`config.mk`:
```
export PLATFORM = sky130hd
export DESIGN_NAME = run_step_ctrl
export DESIGN_NICKNAME = d
export VERILOG_FILES = /design/src/rtl/run_step_ctrl.sv
export SDC_FILE = /design/constraint.sdc
export NUM_CORES = 1
export LEC_CHECK = 0
export BUFFER_PORTS_ARGS = -buffer_cell sky130_fd_sc_hd__buf_2
export CORE_MARGIN = 2
export CORE_UTILIZATION = 40
export CTS_BUF_LIST = sky130_fd_sc_hd__clkbuf_8
export CTS_CLUSTER_SIZE = 24
export DETAILED_ROUTE_END_ITERATION = 16
export PLACE_DENSITY = 0.63
export SYNTH_ARGS = -nofsm -noshare
export SYNTH_HDL_FRONTEND = slang
export SYNTH_SLANG_ARGS = --single-unit
```
`constraint.sdc`:
```
create_clock -name clk -period 5.4 [get_ports clk]
set_clock_uncertainty 0.1 [all_clocks]
set_input_delay 0.54 -clock clk [delete_from_list [all_inputs] [get_ports clk]]
set_output_delay 0.54 -clock clk [all_outputs]
set_load 0.01 [all_outputs]
```
`src/rtl/run_step_ctrl.sv`:
```
// Run/halt/single-step/burst sequencer: debounces the board buttons and drives cpu_ce / cpu_reset.
// Optional breakpoint halt is compiled in when RUN_STEP_CTRL_BRK_EN is defined.
module run_step_ctrl #(
  parameter int DEB_TICKS  = 4,
  parameter int BURST_LEN  = 16,
  parameter int RST_CYCLES = 8,
  parameter int ADDR_W     = 16
) (
  input  logic              clk,
  input  logic              reset,
  input  logic              tick,
  input  logic [3:0]        btn,
  input  logic [3:0]        rate_sel,
  input  logic              brk_en,
  input  logic [ADDR_W-1:0] brk_addr,
  input  logic [ADDR_W-1:0] addr,
  output logic              cpu_ce,
  output logic              cpu_reset,
  output logic              running,
  output logic [2:0]        state,
  output logic [31:0]       ce_cnt,
  output logic              brk_hit
);

  typedef enum logic [2:0] {
    ST_RST   = 3'd0,
    ST_HALT  = 3'd1,
    ST_RUN   = 3'd2,
    ST_STEP  = 3'd3,
    ST_BURST = 3'd4
  } state_e;

  state_e           state_q, state_d;
  logic [3:0]       lvl_q, lvl_d;
  logic [3:0][3:0]  deb_q, deb_d;
  logic [15:0]      div_q, div_d;
  logic [15:0]      burst_q, burst_d;
  logic [7:0]       rst_q, rst_d;
  logic [31:0]      ce_cnt_q, ce_cnt_d;
  logic             brk_q, brk_d;
  logic             cpu_reset_q, running_q;
  logic [3:0]       press_s, act_s;
  logic [15:0]      mask_s;
  logic             ce_s, brk_fire_s;

  // Debounce each button; a press is the tick on which the level flips 0->1
  always_comb begin
    lvl_d   = lvl_q;
    deb_d   = deb_q;
    press_s = 4'b0000;
    for (int i = 0; i < 4; i++) begin
      if (tick) begin
        if (btn[i] != lvl_q[i]) begin
          if (deb_q[i] == 4'(DEB_TICKS - 1)) begin
            lvl_d[i]   = ~lvl_q[i];
            deb_d[i]   = 4'd0;
            press_s[i] = ~lvl_q[i];
          end else begin
            deb_d[i] = deb_q[i] + 4'd1;
          end
        end else begin
          deb_d[i] = 4'd0;
        end
      end else begin
        deb_d[i] = deb_q[i];
      end
    end
  end

  // Keep only the highest-priority press: reset > run/halt > burst > step
  always_comb begin
    if (press_s[3]) begin
      act_s = 4'b1000;
    end else if (press_s[0]) begin
      act_s = 4'b0001;
    end else if (press_s[2]) begin
      act_s = 4'b0100;
    end else if (press_s[1]) begin
      act_s = 4'b0010;
    end else begin
      act_s = 4'b0000;
    end
  end

  // Clock-enable decode; rate_sel is used live so a rate change applies at once
  always_comb begin
    mask_s = ~(16'hFFFF << rate_sel);
    case (state_q)
      ST_RUN:   ce_s = ((div_q & mask_s) == mask_s);
      ST_STEP:  ce_s = 1'b1;
      ST_BURST: ce_s = 1'b1;
      default:  ce_s = 1'b0;
    endcase
  end

`ifdef RUN_STEP_CTRL_BRK_EN
  // Breakpoint: the matching cpu_ce cycle is issued, then the sequencer halts
  always_comb begin
    if ((state_q == ST_RUN) || (state_q == ST_BURST)) begin
      brk_fire_s = brk_en & ce_s & (addr == brk_addr);
    end else begin
      brk_fire_s = 1'b0;
    end
  end
`else
  logic unused_brk_s;
  assign unused_brk_s = ^{brk_en, brk_addr, addr};
  assign brk_fire_s   = 1'b0;
`endif

  // Next-state logic for the sequencer and its counters
  always_comb begin
    state_d  = state_q;
    div_d    = div_q;
    burst_d  = burst_q;
    rst_d    = rst_q;
    brk_d    = brk_q;
    ce_cnt_d = ce_cnt_q + {31'd0, ce_s};
    if (act_s[3]) begin
      state_d  = ST_RST;
      rst_d    = 8'd0;
      ce_cnt_d = 32'd0;
      brk_d    = 1'b0;
    end else begin
      case (state_q)
        ST_RST: begin
          if (rst_q == 8'(RST_CYCLES - 1)) begin
            state_d = ST_HALT;
            rst_d   = 8'd0;
          end else begin
            rst_d = rst_q + 8'd1;
          end
        end
        ST_HALT: begin
          if (act_s != 4'b0000) begin
            brk_d = 1'b0;
          end else begin
            brk_d = brk_q;
          end
          if (act_s[0]) begin
            state_d = ST_RUN;
            div_d   = 16'd0;
          end else if (act_s[1]) begin
            state_d = ST_STEP;
          end else if (act_s[2]) begin
            state_d = ST_BURST;
            burst_d = 16'(BURST_LEN);
          end else begin
            state_d = ST_HALT;
          end
        end
        ST_RUN: begin
          div_d = div_q + 16'd1;
          if (brk_fire_s) begin
            state_d = ST_HALT;
            brk_d   = 1'b1;
          end else if (act_s[0]) begin
            state_d = ST_HALT;
          end else begin
            state_d = ST_RUN;
          end
        end
        ST_STEP: begin
          state_d = ST_HALT;
        end
        ST_BURST: begin
          burst_d = burst_q - 16'd1;
          if (brk_fire_s) begin
            state_d = ST_HALT;
            brk_d   = 1'b1;
          end else if (act_s[0] || (burst_q == 16'd1)) begin
            state_d = ST_HALT;
          end else begin
            state_d = ST_BURST;
          end
        end
        default: begin
          state_d = ST_RST;
          rst_d   = 8'd0;
        end
      endcase
    end
  end

  // State, counters and registered status outputs
  always_ff @(posedge clk or negedge reset) begin
    if (!reset) begin
      state_q     <= ST_RST;
      lvl_q       <= 4'b0000;
      deb_q       <= '0;
      div_q       <= 16'd0;
      burst_q     <= 16'd0;
      rst_q       <= 8'd0;
      ce_cnt_q    <= 32'd0;
      brk_q       <= 1'b0;
      cpu_reset_q <= 1'b1;
      running_q   <= 1'b0;
    end else begin
      state_q     <= state_d;
      lvl_q       <= lvl_d;
      deb_q       <= deb_d;
      div_q       <= div_d;
      burst_q     <= burst_d;
      rst_q       <= rst_d;
      ce_cnt_q    <= ce_cnt_d;
      brk_q       <= brk_d;
      cpu_reset_q <= (state_d == ST_RST);
      running_q   <= (state_d == ST_RUN);
    end
  end

  assign cpu_ce    = ce_s;
  assign cpu_reset = cpu_reset_q;
  assign running   = running_q;
  assign state     = state_q;
  assign ce_cnt    = ce_cnt_q;
  assign brk_hit   = brk_q;

endmodule

```
==> PnR_summary.wiki <==
{| class="wikitable"
! Metric !! Value
|-
| Number of iterations in the first detailed-routing pass || 4
|-
| GRT overflow || 0
|-
| Clock transition at path regs || 0.09 ns
|-
| Vias in the first global route || 3911
|-
| Worst setup slack before clock tree synthesis || 1.984 ns
|-
| Maximum capacitance violations || 0
|-
| Number of warning messages in the yosys log || 0
|-
| Synthesized-area fraction occupied by and/or/nand/nor cells || 0.2609
|-
| Count of state elements after synthesis || 96
|-
| Type of element capturing the critical path || register
|-
| Data arrival time of the critical path || 3.35 ns
|-
| H-tree level count || 3
|-
| Critical path fanouts, max || 7
|-
| Async set or reset register ratio after synthesis || 1.000
|-
| Post-layout nets || 652
|-
| CP Launch Type || register
|-
| Cell area after layout || 5864 um2
|-
| Combined flip-flop and latch cell area || 2404 um2
|-
| Area taken by multi-input logic gates || 2663 um2
|-
| Final setup violation count || 0
|-
| Core Area || 12670 um2
|-
| Number of enable-type register cells in the synthesized netlist || 0
|-
| Clock sink total || 96
|-
| Adder-Cell Fraction of Synth Area || 0.02396
|-
| Final worst path period need || 3.172 ns
|-
| Syn Inst Count || 552
|-
| Total wirelength of the detailed-routed design || 10750 um
|-
| Most numerous cell in the Yosys netlist || sky130_fd_sc_hd__dfrtp_1
|-
| Count of standard-cell rows || 41
|-
| Share of synthesized area spent on multiplexers || 0.02012
|-
| Number of buffers created by CTS || 9
|-
| Count of nets left with antenna violations after detail routing || 0
|-
| Worst Tran Pin Value || 1.001 ns
|-
| I/O pin count || 83
|-
| Unrepaired setup endpoints after global routing || no
|-
| Critical path type || register to register
|-
| Initial Utilization || 0.4122
|-
| Wire length of the first global-routing pass || 18350 um
|-
| Worst skew pair latency || 0.38 ns
|-
| Sum of internal, switching and leakage power || 2092 uW
|-
| Area growth syn-to-layout || 12.29%
|-
| Number of fill cells || 1234
|-
| Distinct cells, synth || 61
|-
| Minimum setup slack in the final design || 2.228 ns
|-
| Final hold violations || 0
|-
| Path category of the worst min-delay check || primary input to register
|-
| Netlist area before placement || 5223 um2
|-
| Portion of the clock cycle consumed by the worst path in the final layout || 0.5873
|-
| Overall fraction of global-route tracks in use || 0.1609
|-
| # port buffers || 48
|-
| Pins Over Slew Limit || 0
|-
| DIE HEIGHT || 118.3 um
|-
| Count of instances resized after the clock tree is built || 0
|-
| Total inserted antenna cells || 0
|-
| Number of antenna violations at the first check in global routing || 0
|-
| Initial DRC Count || 208
|-
| Die area || 13990 um2
|-
| Dominant cell type by area after synthesis || sky130_fd_sc_hd__dfrtp_1
|-
| Total placed instance area || 5637 um2
|-
| Max Root-Sink Buffers || 2
|-
| Count of unresolved DRC violations after routing || 0
|-
| Leading post-synthesis cells by instance count || sky130_fd_sc_hd__dfrtp_1, sky130_fd_sc_hd__nor2_1, sky130_fd_sc_hd__nand2_1
|-
| Vias per inst || 5.289
|-
| Headroom to the max-slew limit || 0.3325
|-
| Outcome || finished clean
|-
| Die boundary width || 118.3 um
|-
| Syn Area/Cell || 9.461 um2
|-
| Critical Path RT || 5.58 ns
|-
| Per-cell routed wire length || 13.86 um
|-
| CTS tree || done
|-
| Max Clk Rate || 0.3153 GHz
|-
| Post-synth top flop || sky130_fd_sc_hd__dfrtp_1
|-
| WHS || 0.3197 ns
|-
| Routability Congestion || 0.8082
|-
| Synthesized netlist net count || 606
|-
| Maximum number of pins on one net before global-route repair || 81
|-
| Synth top area cells || sky130_fd_sc_hd__dfrtp_1, sky130_fd_sc_hd__xor2_1, sky130_fd_sc_hd__nor2_1
|-
| Setup TNS after final layout || 0 ns
|-
| Xor and xnor fraction of the mapped netlist area || 0.09391
|-
| Share of the synthesized area in the top cell type || 0.4552
|-
| Leakage power || 0.002741 uW
|-
| Worst IR drop on VDD || 0.1935 mV
|-
| Clock tree root buffer cell || sky130_fd_sc_hd__clkbuf_8
|-
| Layout cell share with drive strength beyond 1 || 0.1443
|-
| Main combinational cell family by area after synthesis || simple AND/OR/NAND/NOR gates
|-
| Detailed Place HPWL || 7466 um
|-
| Via count || 4099
|-
| Power per Cell Area || 356.7 nW/um2
|-
| Part of the Yosys area used for sequential elements || 0.4602
|-
| Complex-gate fraction of the synthesized area || 0.1097
|}
[placed cells by master (no fill, tap or decap), types with 6 or more instances in the layout]
master	synthesis	layout
sky130_fd_sc_hd__a21oi_1	18	18
sky130_fd_sc_hd__and2_1	8	8
sky130_fd_sc_hd__and3_1	14	14
sky130_fd_sc_hd__buf_2	6	47
sky130_fd_sc_hd__buf_4	1	6
sky130_fd_sc_hd__clkbuf_8	0	13
sky130_fd_sc_hd__dfrtp_1	95	95
sky130_fd_sc_hd__ha_1	10	10
sky130_fd_sc_hd__inv_1	20	21
sky130_fd_sc_hd__mux2i_1	6	6
sky130_fd_sc_hd__nand2_1	44	44
sky130_fd_sc_hd__nand2b_1	7	7
sky130_fd_sc_hd__nand3_1	29	29
sky130_fd_sc_hd__nand4_1	21	21
sky130_fd_sc_hd__nor2_1	69	68
sky130_fd_sc_hd__nor2b_1	8	8
sky130_fd_sc_hd__nor3_1	9	9
sky130_fd_sc_hd__o21ai_0	28	28
sky130_fd_sc_hd__or3_1	9	9
sky130_fd_sc_hd__xnor2_1	14	14
sky130_fd_sc_hd__xor2_1	42	42
[stage by stage]
step | utilization | std cells
2_1_floorplan | - | 552
3_3_place_gp | 0.4449 | 758
3_5_place_dp | 0.4449 | 758
4_1_cts | 0.4628 | 775
5_1_grt | 0.4628 | 775
6_report | 0.4628 | 775
[what timing repair did]
| item | CTS | global route |
|---|---|---|
| endpoints found under the hold margin | 15 | 0 |
| endpoints found under the setup margin | 0 | 0 |
| hold buffers | 1 | 0 |
| buffers inserted | 0 | 0 |
[flip-flops by register name, summed over array words and instances (netlist names)]
register and cells:
burst_q 16, rst_q 8, lvl_q 4, running 1
deb_q 16, div_q 15, ce_cnt 32, cpu_reset 1
state 3
[cell type report]
type                       count  share of cell area
multi-input combinational    417              0.4540
timing repair buffer          54             0.04950
clock buffer                  13             0.03051
tap                          172             0.03670
clock inverter                 3            0.006614
inverter                      20             0.01280
sequential                    96              0.4099
[kinds of logic (layout without fill, tap and decap cells)]
logic type / after synthesis / in the layout
and+or+nand+nor: 253 / 253
DFF: 96 / 96
AOI/OAI and AO/OA: 87 / 87
xor gates and xnor gates: 56 / 56
buffers and inverters: 39 / 90
adders and majority gates: 10 / 10
muxes: 10 / 10
other: 1 / 1
[worst paths after layout]
| check | startpoint | end | slack (ns) | depth (start not counted) |
|---|---|---|---|---|
| hold reg to reg | deb_q[4]$_DFFE_PN0P_ | deb_q[4]$_DFFE_PN0P_ | 0.41 | 1 |
| min in group asynchronous | reset | ce_cnt[11]$_DFF_PN0_ | 0.46 | 2 |
| setup reg to reg | div_q[5]$_DFFE_PN0P_ | ce_cnt[29]$_DFF_PN0_ | 2.23 | 10 |
| setup / recovery | div_q[5]$_DFFE_PN0P_ | ce_cnt[29]$_DFF_PN0_ | 2.23 | 10 |
| hold / removal | btn[3] | lvl_q[3]$_DFFE_PN0P_ | 0.32 | 3 |
| max in group asynchronous | reset | div_q[4]$_DFFE_PN0P_ | 3.48 | 3 |
[routing by layer]
layer  vias up  wire (um)  GRT usage
li1       2055          -          -
met4         0        173    0.05949
met2        61       5033     0.2616
met3        14        442    0.04295
met1      1969       5095     0.2053
met5         -          0          0
[power breakdown]
group          leakage (uW)  total [uW]  switching [uW]  internal [uW]
registers           0.00129        1010             161            853
clock network      0.000117         508             245            262
logic               0.00133         570             317            254
[critical path, stage by stage (launching register included)]
cell and delay, ns:
sky130_fd_sc_hd__dfrtp_1 0.42, sky130_fd_sc_hd__and4_1 0.36, sky130_fd_sc_hd__a21boi_0 0.22, sky130_fd_sc_hd__a311oi_1 0.14
sky130_fd_sc_hd__o21ai_0 0.40, sky130_fd_sc_hd__ha_1 0.29, sky130_fd_sc_hd__nand2_1 0.09, sky130_fd_sc_hd__nor3_1 0.53
sky130_fd_sc_hd__nand4_1 0.19, sky130_fd_sc_hd__xnor2_1 0.16, sky130_fd_sc_hd__and2_1 0.15
Note: power is estimated with default switching activity, not from simulation.
